$ cat config.mk
export PLATFORM = sky130hd
export DESIGN_NAME = mem_arbiter
export DESIGN_NICKNAME = d
export VERILOG_FILES = /design/src/rtl/mem_arb_pkg.sv /design/src/rtl/mem_arb_priority.sv /design/src/rtl/mem_arbiter.sv
export SDC_FILE = /design/constraint.sdc
export NUM_CORES = 1
export LEC_CHECK = 0
export CELL_PAD_IN_SITES_DETAIL_PLACEMENT = 0
export CELL_PAD_IN_SITES_GLOBAL_PLACEMENT = 1
export CORE_UTILIZATION = 24
export CTS_BUF_LIST = sky130_fd_sc_hd__clkbuf_8
export CTS_CLUSTER_SIZE = 10
export DETAILED_ROUTE_END_ITERATION = 6
export PLACE_DENSITY_LB_ADDON = 0.25
export SETUP_SLACK_MARGIN = 0.05
export SLEW_MARGIN = 5
export SYNTH_ARGS = -nofsm -noshare
export SYNTH_HDL_FRONTEND = slang
export SYNTH_SLANG_ARGS = --single-unit
$ cat constraint.sdc
create_clock -name clk -period 2.4 [get_ports clk]
set_input_delay 0.48 -clock clk [delete_from_list [all_inputs] [get_ports clk]]
set_output_delay 0.48 -clock clk [all_outputs]
set_load 0.02 [all_outputs]
$ cat src/rtl/mem_arb_pkg.sv
// mem_arb_pkg: shared types and constants for the I/D memory arbiter.
package mem_arb_pkg;

    typedef enum logic [1:0] {
        IDLE = 2'd0,
        REQ  = 2'd1,
        WAIT = 2'd2
    } arb_state_t;

    typedef enum logic [1:0] {
        OWN_NONE = 2'd0,
        OWN_I    = 2'd1,
        OWN_D    = 2'd2
    } owner_t;

    // Byte enables presented on every read.
    localparam logic [3:0] STROBE_ALL = 4'hF;

endpackage

$ cat src/rtl/mem_arb_priority.sv
// mem_arb_priority: D-over-I grant selection with a saturating streak counter
// so that a waiting fetch is served after MAX_DATA_STREAK consecutive D grants.
module mem_arb_priority #(
    parameter int MAX_DATA_STREAK = 4
) (
    input  logic clk,
    input  logic rst,
    input  logic i_req_v,
    input  logic d_pend,
    input  logic arb_en,
    output logic grant_i,
    output logic grant_d
);

    localparam logic [3:0] STREAK_MAX = 4'(MAX_DATA_STREAK);

    logic [3:0] streak_q;
    logic [3:0] streak_d;
    logic       i_starved;

    // Grant selection and next streak value; grants only while arbitration is enabled.
    always_comb begin
        i_starved = i_req_v && (streak_q == STREAK_MAX);
        grant_d   = arb_en && d_pend && !i_starved;
        grant_i   = arb_en && i_req_v && !grant_d;
        streak_d  = streak_q;
        if (grant_d) begin
            if (!i_req_v) begin
                streak_d = '0;
            end else if (streak_q != STREAK_MAX) begin
                streak_d = streak_q + 4'd1;
            end
        end else if (grant_i) begin
            streak_d = '0;
        end
    end

    // Streak register.
    always_ff @(posedge clk or posedge rst) begin
        if (rst) begin
            streak_q <= '0;
        end else begin
            streak_q <= streak_d;
        end
    end

endmodule

$ cat src/rtl/mem_arbiter.sv
// mem_arbiter: shares one single-port memory bus between instruction fetch (I)
// and load/store (D), one outstanding transaction at a time.
// Optional WAIT timeout enabled by defining MEM_ARB_TIMEOUT_EN; this adds the
// timeout_o output. The timeout fires in the TIMEOUT_CYCLES-th WAIT cycle, so
// WAIT lasts exactly TIMEOUT_CYCLES cycles when memory never answers.
module mem_arbiter
    import mem_arb_pkg::*;
#(
    parameter int XLEN            = 32,
    parameter int MAX_DATA_STREAK = 4,
    parameter int TIMEOUT_CYCLES  = 64
) (
    input  logic            clk,
    input  logic            rst,
    input  logic            i_req_v,
    input  logic [XLEN-1:0] i_adr,
    output logic [XLEN-1:0] i_resp,
    output logic            i_resp_v,
    input  logic            flush,
    input  logic            d_r_v,
    input  logic            d_w_v,
    input  logic [XLEN-1:0] d_adr,
    input  logic [XLEN-1:0] d_wdata,
    input  logic [3:0]      d_strobe,
    output logic [XLEN-1:0] d_resp,
    output logic            d_resp_v,
    output logic            m_req_v,
    input  logic            m_req_ready,
    output logic            m_we,
    output logic [XLEN-1:0] m_adr,
    output logic [XLEN-1:0] m_wdata,
    output logic [3:0]      m_strobe,
    input  logic [XLEN-1:0] m_rdata,
`ifdef MEM_ARB_TIMEOUT_EN
    output logic            timeout_o,
`endif
    input  logic            m_rdata_v
);

    if (MAX_DATA_STREAK < 1 || MAX_DATA_STREAK > 15) begin : g_bad_streak
        $error("mem_arbiter: MAX_DATA_STREAK must be in 1..15");
    end
    if (TIMEOUT_CYCLES < 1) begin : g_bad_timeout
        $error("mem_arbiter: TIMEOUT_CYCLES must be at least 1");
    end

    arb_state_t      state_q,   state_d;
    owner_t          owner_q,   owner_d;
    logic            drop_q,    drop_d;
    logic            m_req_v_q, m_req_v_d;
    logic            we_q,      we_d;
    logic [XLEN-1:0] adr_q,     adr_d;
    logic [XLEN-1:0] wdata_q,   wdata_d;
    logic [3:0]      strobe_q,  strobe_d;

    logic            grant_i;
    logic            grant_d;
    logic            d_pend;
    logic            tmo_hit;
    logic            resp_fire;
    logic [XLEN-1:0] resp_data;

    assign d_pend = d_r_v || d_w_v;

    mem_arb_priority #(
        .MAX_DATA_STREAK (MAX_DATA_STREAK)
    ) u_priority (
        .clk     (clk),
        .rst     (rst),
        .i_req_v (i_req_v),
        .d_pend  (d_pend),
        .arb_en  (state_q == IDLE),
        .grant_i (grant_i),
        .grant_d (grant_d)
    );

`ifdef MEM_ARB_TIMEOUT_EN
    localparam int TMO_W = $clog2(TIMEOUT_CYCLES + 1);
    localparam logic [TMO_W-1:0] TMO_LAST = TMO_W'(TIMEOUT_CYCLES - 1);

    logic [TMO_W-1:0] tmo_cnt_q, tmo_cnt_d;

    // WAIT-cycle counter: cleared on entry to WAIT, counts while waiting.
    always_comb begin
        tmo_cnt_d = tmo_cnt_q;
        if (state_q == REQ && m_req_ready) begin
            tmo_cnt_d = '0;
        end else if (state_q == WAIT && tmo_cnt_q != TMO_LAST) begin
            tmo_cnt_d = tmo_cnt_q + 1'b1;
        end
        tmo_hit = (state_q == WAIT) && !m_rdata_v && (tmo_cnt_q == TMO_LAST);
    end

    // Timeout counter register.
    always_ff @(posedge clk or posedge rst) begin
        if (rst) begin
            tmo_cnt_q <= '0;
        end else begin
            tmo_cnt_q <= tmo_cnt_d;
        end
    end

    assign timeout_o = tmo_hit;
`else
    assign tmo_hit = 1'b0;
`endif

    // Next-state logic: arbitration in IDLE, handshake in REQ, completion in WAIT.
    always_comb begin
        state_d   = state_q;
        owner_d   = owner_q;
        drop_d    = drop_q;
        m_req_v_d = m_req_v_q;
        we_d      = we_q;
        adr_d     = adr_q;
        wdata_d   = wdata_q;
        strobe_d  = strobe_q;
        resp_fire = 1'b0;
        resp_data = '0;

        case (state_q)
            IDLE: begin
                if (grant_d) begin
                    // A simultaneous read and write request is served as a write.
                    state_d   = REQ;
                    owner_d   = OWN_D;
                    m_req_v_d = 1'b1;
                    we_d      = d_w_v;
                    adr_d     = d_adr;
                    wdata_d   = d_wdata;
                    strobe_d  = d_w_v ? d_strobe : STROBE_ALL;
                end else if (grant_i) begin
                    state_d   = REQ;
                    owner_d   = OWN_I;
                    m_req_v_d = 1'b1;
                    we_d      = 1'b0;
                    adr_d     = i_adr;
                    wdata_d   = '0;
                    strobe_d  = STROBE_ALL;
                end
            end
            REQ: begin
                if (m_req_ready) begin
                    state_d   = WAIT;
                    m_req_v_d = 1'b0;
                end
                if (owner_q == OWN_I && flush) begin
                    drop_d = 1'b1;
                end
            end
            WAIT: begin
                if (m_rdata_v || tmo_hit) begin
                    resp_fire = 1'b1;
                    resp_data = m_rdata_v ? m_rdata : '0;
                    state_d   = IDLE;
                    owner_d   = OWN_NONE;
                    drop_d    = 1'b0;
                end else if (owner_q == OWN_I && flush) begin
                    drop_d = 1'b1;
                end
            end
            default: begin
                state_d   = IDLE;
                owner_d   = OWN_NONE;
                drop_d    = 1'b0;
                m_req_v_d = 1'b0;
            end
        endcase
    end

    // Single state register for the FSM and its registered bus outputs.
    always_ff @(posedge clk or posedge rst) begin
        if (rst) begin
            state_q   <= IDLE;
            owner_q   <= OWN_NONE;
            drop_q    <= 1'b0;
            m_req_v_q <= 1'b0;
            we_q      <= 1'b0;
            adr_q     <= '0;
            wdata_q   <= '0;
            strobe_q  <= '0;
        end else begin
            state_q   <= state_d;
            owner_q   <= owner_d;
            drop_q    <= drop_d;
            m_req_v_q <= m_req_v_d;
            we_q      <= we_d;
            adr_q     <= adr_d;
            wdata_q   <= wdata_d;
            strobe_q  <= strobe_d;
        end
    end

    assign m_req_v  = m_req_v_q;
    assign m_we     = we_q;
    assign m_adr    = adr_q;
    assign m_wdata  = wdata_q;
    assign m_strobe = strobe_q;

    // Responses are forwarded in the same cycle the memory answers; a flush in
    // that cycle also suppresses the fetch response.
    assign i_resp   = (resp_fire && owner_q == OWN_I) ? resp_data : '0;
    assign i_resp_v = resp_fire && (owner_q == OWN_I) && !drop_q && !flush;
    assign d_resp   = (resp_fire && owner_q == OWN_D && !we_q) ? resp_data : '0;
    assign d_resp_v = resp_fire && (owner_q == OWN_D);

    // Load and store must not be requested together.
    a_no_dual_req: assert property (@(posedge clk) disable iff (rst) !(d_r_v && d_w_v));

endmodule

==> flow_metrics.env, run 1 <==
export IMPL_period_minus_slack_ns=2.38
export IMPL_ys_types=42
export IMPL_num_rows=47
export IMPL_async_flop_share_pct=100
export IMPL_dpl_cell_area_um2=7260
export IMPL_drc=0
export IMPL_die_h_um=134
export IMPL_timing_hold_ws_ns=0.508
export IMPL_slowest_delay_ns=0.40
export IMPL_clk_pin_slew_ns=0.09
export IMPL_power_total_mw=7.89
export IMPL_peakVddDrop_mv=0.586
export IMPL_cts_sinks=79
export IMPL_cpLargestDelayFamily="buffers and inverters"
export IMPL_cts_htree_levels=3
export IMPL_endpoint_kind="output port"
export IMPL_wire_per_inst_um=16.3
export IMPL_antenna_found_initial=0
export IMPL_status="complete, no violations"
export IMPL_max_freq_mhz=420
export IMPL_final_util_pct=45.5
export IMPL_tritoncts="done"
export IMPL_io_buffers=275
export IMPL_critPathKind="flip-flop to output port"
export IMPL_dp_cells=880
export IMPL_root_buffer="clkbuf_8"
export IMPL_grt_pass1_wl_um=22600
export IMPL_cp_max_fo=6
export IMPL_crit_path_start_kind="flip-flop"
export IMPL_drv_cap=0
export IMPL_tightest_slew_ns=0.971
export IMPL_synth_nets=546
export IMPL_ys_ff_latch=79
export IMPL_worstPathRequired_ns=1.92
export IMPL_num_antenna_cells=0
export IMPL_yosysWarnings=0
export IMPL_yosysSeqAreaShare_pct=47.2
export IMPL_avgSynthCellArea_um2=10.4
export IMPL_crit_path_frequent_cell="buf_6"
export IMPL_io_pins=276
export IMPL_final_max_slew_viol_count=0
export IMPL_antenna_left=0
export IMPL_yosysTopAreaCell="dfrtp_1"
export IMPL_grt_max_degree=80
export IMPL_leakagePower_nw=3.23
export IMPL_drtIter0Drc=99
export IMPL_clkLatencyLatePin_ns=0.36
export IMPL_hpwl_um=10400
export IMPL_nets=822
export IMPL_dieArea_um2=18000
export IMPL_cts_buffer_depth=2
export IMPL_synth_area_leaders="dfrtp_1 47%, nor2b_1 9.9%, and2_1 9.6%, a22o_1 6.7%, a221oi_1 4.6%"
export IMPL_fp_coreArea_um2=16800
export IMPL_synth_top_cell_area_share_pct=47.2
export IMPL_period_share_pct=99.1
export IMPL_cp_arrival_ns=1.90
export IMPL_slew_headroom_pct=35.1
export IMPL_drive_gt1_share_pct=22.9
export IMPL_area_growth_pct=82.8
export IMPL_start_util_pct=24.9
export IMPL_hold_violations=0
export IMPL_post_drt_via_cell_ratio=4.58
export IMPL_wl_um=14700
export IMPL_rsz0062_at_grt="true"
export IMPL_setup_viol=0
export IMPL_track_usage_pct=15.9
export IMPL_slowest_stage="dfrtp_1"
export IMPL_crit_chain="inv_2 > ha_4 > nand2_4 > nor3b_4 > buf_6 > clkbuf_16 > and2_4 > buf_6"
export IMPL_yosys_most_used_dff="dfrtp_1"
export IMPL_path_buf_inv=4
export IMPL_grt_pass1_vias=4370
export IMPL_hp_class="flip-flop to flip-flop"
export IMPL_design_area_um2=7650
export IMPL_num_vias=4129
export IMPL_globalplace_congestion=0.763
export IMPL_finClkSkew_ns=0.0141
export IMPL_power_density_nw_per_um2=1030
export IMPL_final_cells=902
export IMPL_synth_enable_flop_cells=0
export IMPL_die_w_um=134
export IMPL_first_pass_iters=4
export IMPL_overflow=0
export IMPL_synthCells=401
export IMPL_netlist_area_um2=4190
export IMPL_numCtsBuffers=9
-- routing by layer --
metal / track usage [%] / up-vias / share of wire (%)
met5: 0 / - / 0
met4: 6.30 / 0 / 2.2
met3: 4.23 / 16 / 7.7
met2: 28.8 / 189 / 51
met1: 17.7 / 1966 / 39
li1: - / 1958 / -
-- sequential cells by signal, indices dropped and copies added (netlist names) --
name / cells
drop_q: 1
m_wdata: 32
state_q: 2
m_adr: 32
m_req_v: 1
m_strobe: 4
owner_q: 2
u_priority.streak_q: 4
m_we: 1
-- where the power goes --
part	leakage, nW	switching (mW)	internal [mW]
Clock	0.0927	0.563	0.398
Combinational	2.20	2.24	2.37
Sequential	0.935	0.367	1.95
Total	3.23	3.17	4.72
-- layout by cell type, fill, tap and decap left out, types with 7 or more instances in the layout --
master           synthesis  routed
clkdlybuf4s50_1          0     208
dfrtp_1                 79      79
nor2b_1                 66      66
buf_6                    3      50
nor2_1                  37      36
and2_1                  64      36
a22o_1                  32      32
and2_4                   0      28
buf_4                    3      23
a221oi_1                22      22
a221oi_2                10      10
clkbuf_8                 0       9
buf_12                   0       7
-- cell families (layout without fill, tap and decap cells) --
group,Yosys count,after routing,share of synthesized area (%)
XOR/XNOR,1,1,0.209
buffers and inverters,40,321,4.81
AND/OR/NAND/NOR,189,189,26.7
AO/OA/AOI/OAI,87,87,19.6
adder cells (fa/ha/maj),5,5,1.49
flip-flops,79,79,47.2
-- per-stage QoR --
| stage | setup slack (ns) | TNS (ns) |
|---|---|---|
| floorplan | 0.344 | 0 |
| global placement | -0.412 | -24.04 |
| detailed placement | -0.494 | -28.75 |
| CTS | -0.0411 | -0.0411 |
| global route | -0.108 | -2.32 |
| finish | 0.0209 | 0 |
-- worst reg2reg max path, stage by stage (launching register included) --
cell and delay (ns):
dfrtp_1 0.38, inv_1 0.08, ha_1 0.22, and4b_4 0.24
nor2_4 0.76, a221oi_1 0.22
-- synth_stat cells, drive strengths merged (2+ instances only) --
cell type,number
a221oi,32
a22o,32
a31oi,2
a32o,2
and2,64
buf,20
clkbuf,13
dfrtp,79
ha,5
inv,7
nand2,6
nor2,38
nor2b,66
nor3,3
nor3b,5
o21a,2
o21ai,3
o22a,4
o32a,2
-- final cells by class --
type | count | area (um2)
Inverter | 7 | 30.0
Fill cell | 1541 | 9170
Clock buffer | 9 | 124
Multi-Input combinational cell | 282 | 2130
Tap cell | 220 | 275
Sequential cell | 79 | 1980
Clock inverter | 7 | 62.6
Timing Repair Buffer | 298 | 3060
-- repair_timing --
action | in CTS | in global routing
setup endpoints to repair | 66 | 65
pin swaps | 1 | 16
hold buffers | 0 | 0
buffers inserted | 2 | 1
gates cloned | 0 | 3
resized for setup | 266 | 137
-- worst paths after layout --
| kind | startpoint | to | slack, ns | cells past startpoint |
|---|---|---|---|---|
| worst max-delay path | state_q[0] | i_resp[0] | 0.02 | 8 |
| worst min-delay path | m_wdata[3] | m_wdata[3] | 0.51 | 1 |
| worst max register to register | u_priority.streak_q[0] | m_adr[3] | 0.34 | 5 |
| max in group asynchronous | rst | u_priority.streak_q[0] | 1.45 | 3 |
| worst min register to register | m_wdata[3] | m_wdata[3] | 0.51 | 1 |
| min in group asynchronous | rst | m_adr[27] | 0.60 | 3 |
(Power assumes the default switching activity.)
==> run 2, diff against run 1 <==
CTS_CLUSTER_SIZE = 24   (was 10)
==> results of run 2 <==
Final layout, timing and power as in run 1 (identical DEF).
==> run 3, diff against run 2 <==
CORE_MARGIN = 2   (was unset)
==> run 3 against run 2 <==
  * Hold slack gained 0.0032 ns
  * Global-route usage is essentially flat
  * Sequential power is essentially flat
  * Utilization shrank 0.80 points
  * Final cell count grew 0.89%
  * Combinational power is essentially flat
  * Die area grew 3.0%
  * Critical path type unchanged
  * Largest cell class unchanged
  * Largest power group unchanged
  * Highest routed layer unchanged
==> flow_metrics.env, run 3 (same netlist as run 1, synthesis figures left out) <==
export IMPL_setup_viol=0
export IMPL_root_buffer="clkbuf_8"
export IMPL_rsz0062_at_grt="true"
export IMPL_reg2reg_depth=5
export IMPL_track_usage_pct=15.9
export IMPL_drv_cap=0
export IMPL_hp_class="flip-flop to flip-flop"
export IMPL_cts_buffer_depth=2
export IMPL_dpl_cell_area_um2=7270
export IMPL_layout_commonest_cell="clkdlybuf4s50_1"
export IMPL_r2r_setup_slack_ns=0.28
export IMPL_crit_path_start_kind="flip-flop"
export IMPL_dp_cells=885
export IMPL_clk_pin_slew_ns=0.10
export IMPL_fp_coreArea_um2=17200
export IMPL_hpwl_um=10500
export IMPL_tritoncts="done"
export IMPL_endpoint_kind="output port"
export IMPL_clkLatencyLatePin_ns=0.36
export IMPL_drtIter0Drc=149
export IMPL_hold_violations=0
export IMPL_holdPathStages=1
export IMPL_num_antenna_cells=0
export IMPL_final_util_pct=44.7
export IMPL_antenna_left=0
export IMPL_finalSetupTns_ns=0
export IMPL_worstHoldStart="m_wdata[26]"
export IMPL_cp_arrival_ns=1.91
export IMPL_setup_ws_ns=0.0128
export IMPL_status="complete, no violations"
export IMPL_tightest_slew_ns=1.07
export IMPL_max_freq_mhz=419
export IMPL_die_h_um=136
export IMPL_numCtsBuffers=9
export IMPL_r2r_end="m_adr[11]"
export IMPL_num_rows=48
export IMPL_grt_pass1_wl_um=23000
export IMPL_r2r_start="u_priority.streak_q[0]"
export IMPL_antenna_found_initial=0
export IMPL_place_worst_setup_slack_ns=-0.439
export IMPL_timing_hold_ws_ns=0.511
export IMPL_num_vias=4155
export IMPL_power_density_nw_per_um2=1030
export IMPL_io_buffers=275
export IMPL_nets=825
export IMPL_dieArea_um2=18500
export IMPL_period_share_pct=99.5
export IMPL_first_pass_iters=4
export IMPL_die_w_um=136
export IMPL_slew_headroom_pct=28.2
export IMPL_cts_sinks=79
export IMPL_grt_max_degree=80
export IMPL_overflow=0
export IMPL_layout_common_cells="208 x clkdlybuf4s50_1, 79 x dfrtp_1, 66 x nor2b_1, 48 x buf_6, 36 x nor2_1"
export IMPL_design_area_um2=7680
export IMPL_holdPathEnd="m_wdata[26]"
export IMPL_cp_max_fo=16
export IMPL_post_drt_via_cell_ratio=4.57
export IMPL_globalplace_congestion=0.749
export IMPL_drive_gt1_share_pct=24.1
export IMPL_final_cells=910
export IMPL_critPathKind="flip-flop to output port"
export IMPL_final_max_slew_viol_count=0
export IMPL_grt_pass1_vias=4152
export IMPL_leakagePower_nw=3.26
export IMPL_wire_per_inst_um=16.7
export IMPL_period_minus_slack_ns=2.39
export IMPL_area_growth_pct=83.4
export IMPL_cts_htree_levels=3
export IMPL_peakVddDrop_mv=0.433
export IMPL_worstPathRequired_ns=1.92
export IMPL_wl_um=15200
export IMPL_drc=0
export IMPL_finClkSkew_ns=0.0150
export IMPL_io_pins=276
export IMPL_critPathLaunch="state_q[0]"
export IMPL_power_total_mw=7.93
export IMPL_start_util_pct=24.4
## run 3: cell count changes in the layout (fill, tap and decap cells not counted), sizes merged
cell      before  now
buf           85   90
clkbuf        12   10
clkinv         2    1
clkinvlp       2    1
inv           10   12
## run 3: metal layers
layer | track usage, % | up-vias | routed length, um
met5 | 0 | - | 0
met2 | 28.4 | 183 | 7730
met4 | 4.69 | 0 | 211
met3 | 4.25 | 14 | 1360
met1 | 18.6 | 1993 | 5890
li1 | - | 1965 | -
## run 3: report_power, final
part | internal, mW | switching (mW) | leakage (nW)
combinational | 2.35 | 2.26 | 2.22
sequential | 1.95 | 0.369 | 0.935
clock | 0.411 | 0.590 | 0.101
total | 4.71 | 3.22 | 3.26
## run 3: area by class of cell
cell class | instances | area [um2]
clock buffer | 9 | 124
fill | 1623 | 9500
tap | 225 | 282
sequential | 79 | 1980
multi-input combinational | 282 | 2140
inverter | 7 | 30.0
timing repair buffer | 301 | 3050
clock inverter | 7 | 68.8
## run 3: worst max path at each step
stage | end | slack, ns | cells after the start
finish | d_resp[11] | 0.01 | 8
global route | d_resp[11] | -0.11 | 8
CTS | d_resp[1] | -0.15 | 7
detailed placement | i_resp[24] | -0.44 | 6
global placement | i_resp[24] | -0.44 | 6
floorplan | i_resp_v | 0.34 | 5
## run 3: critical path, stage by stage (launching register included)
cell	delay, ns
dfrtp_1	0.40
inv_2	0.08
ha_4	0.14
nand2_4	0.06
nor4b_4	0.29
buf_4	0.18
buf_12	0.13
and2_1	0.15
buf_6	0.12
## run 3: repair_timing
item / CTS / global route
gates resized for setup: 355 / 62
buffers inserted: 3 / 2
pin swaps: 18 / 2
setup endpoints to repair: 66 / 53
hold buffers: 0 / 0
gates cloned: 4 / 0
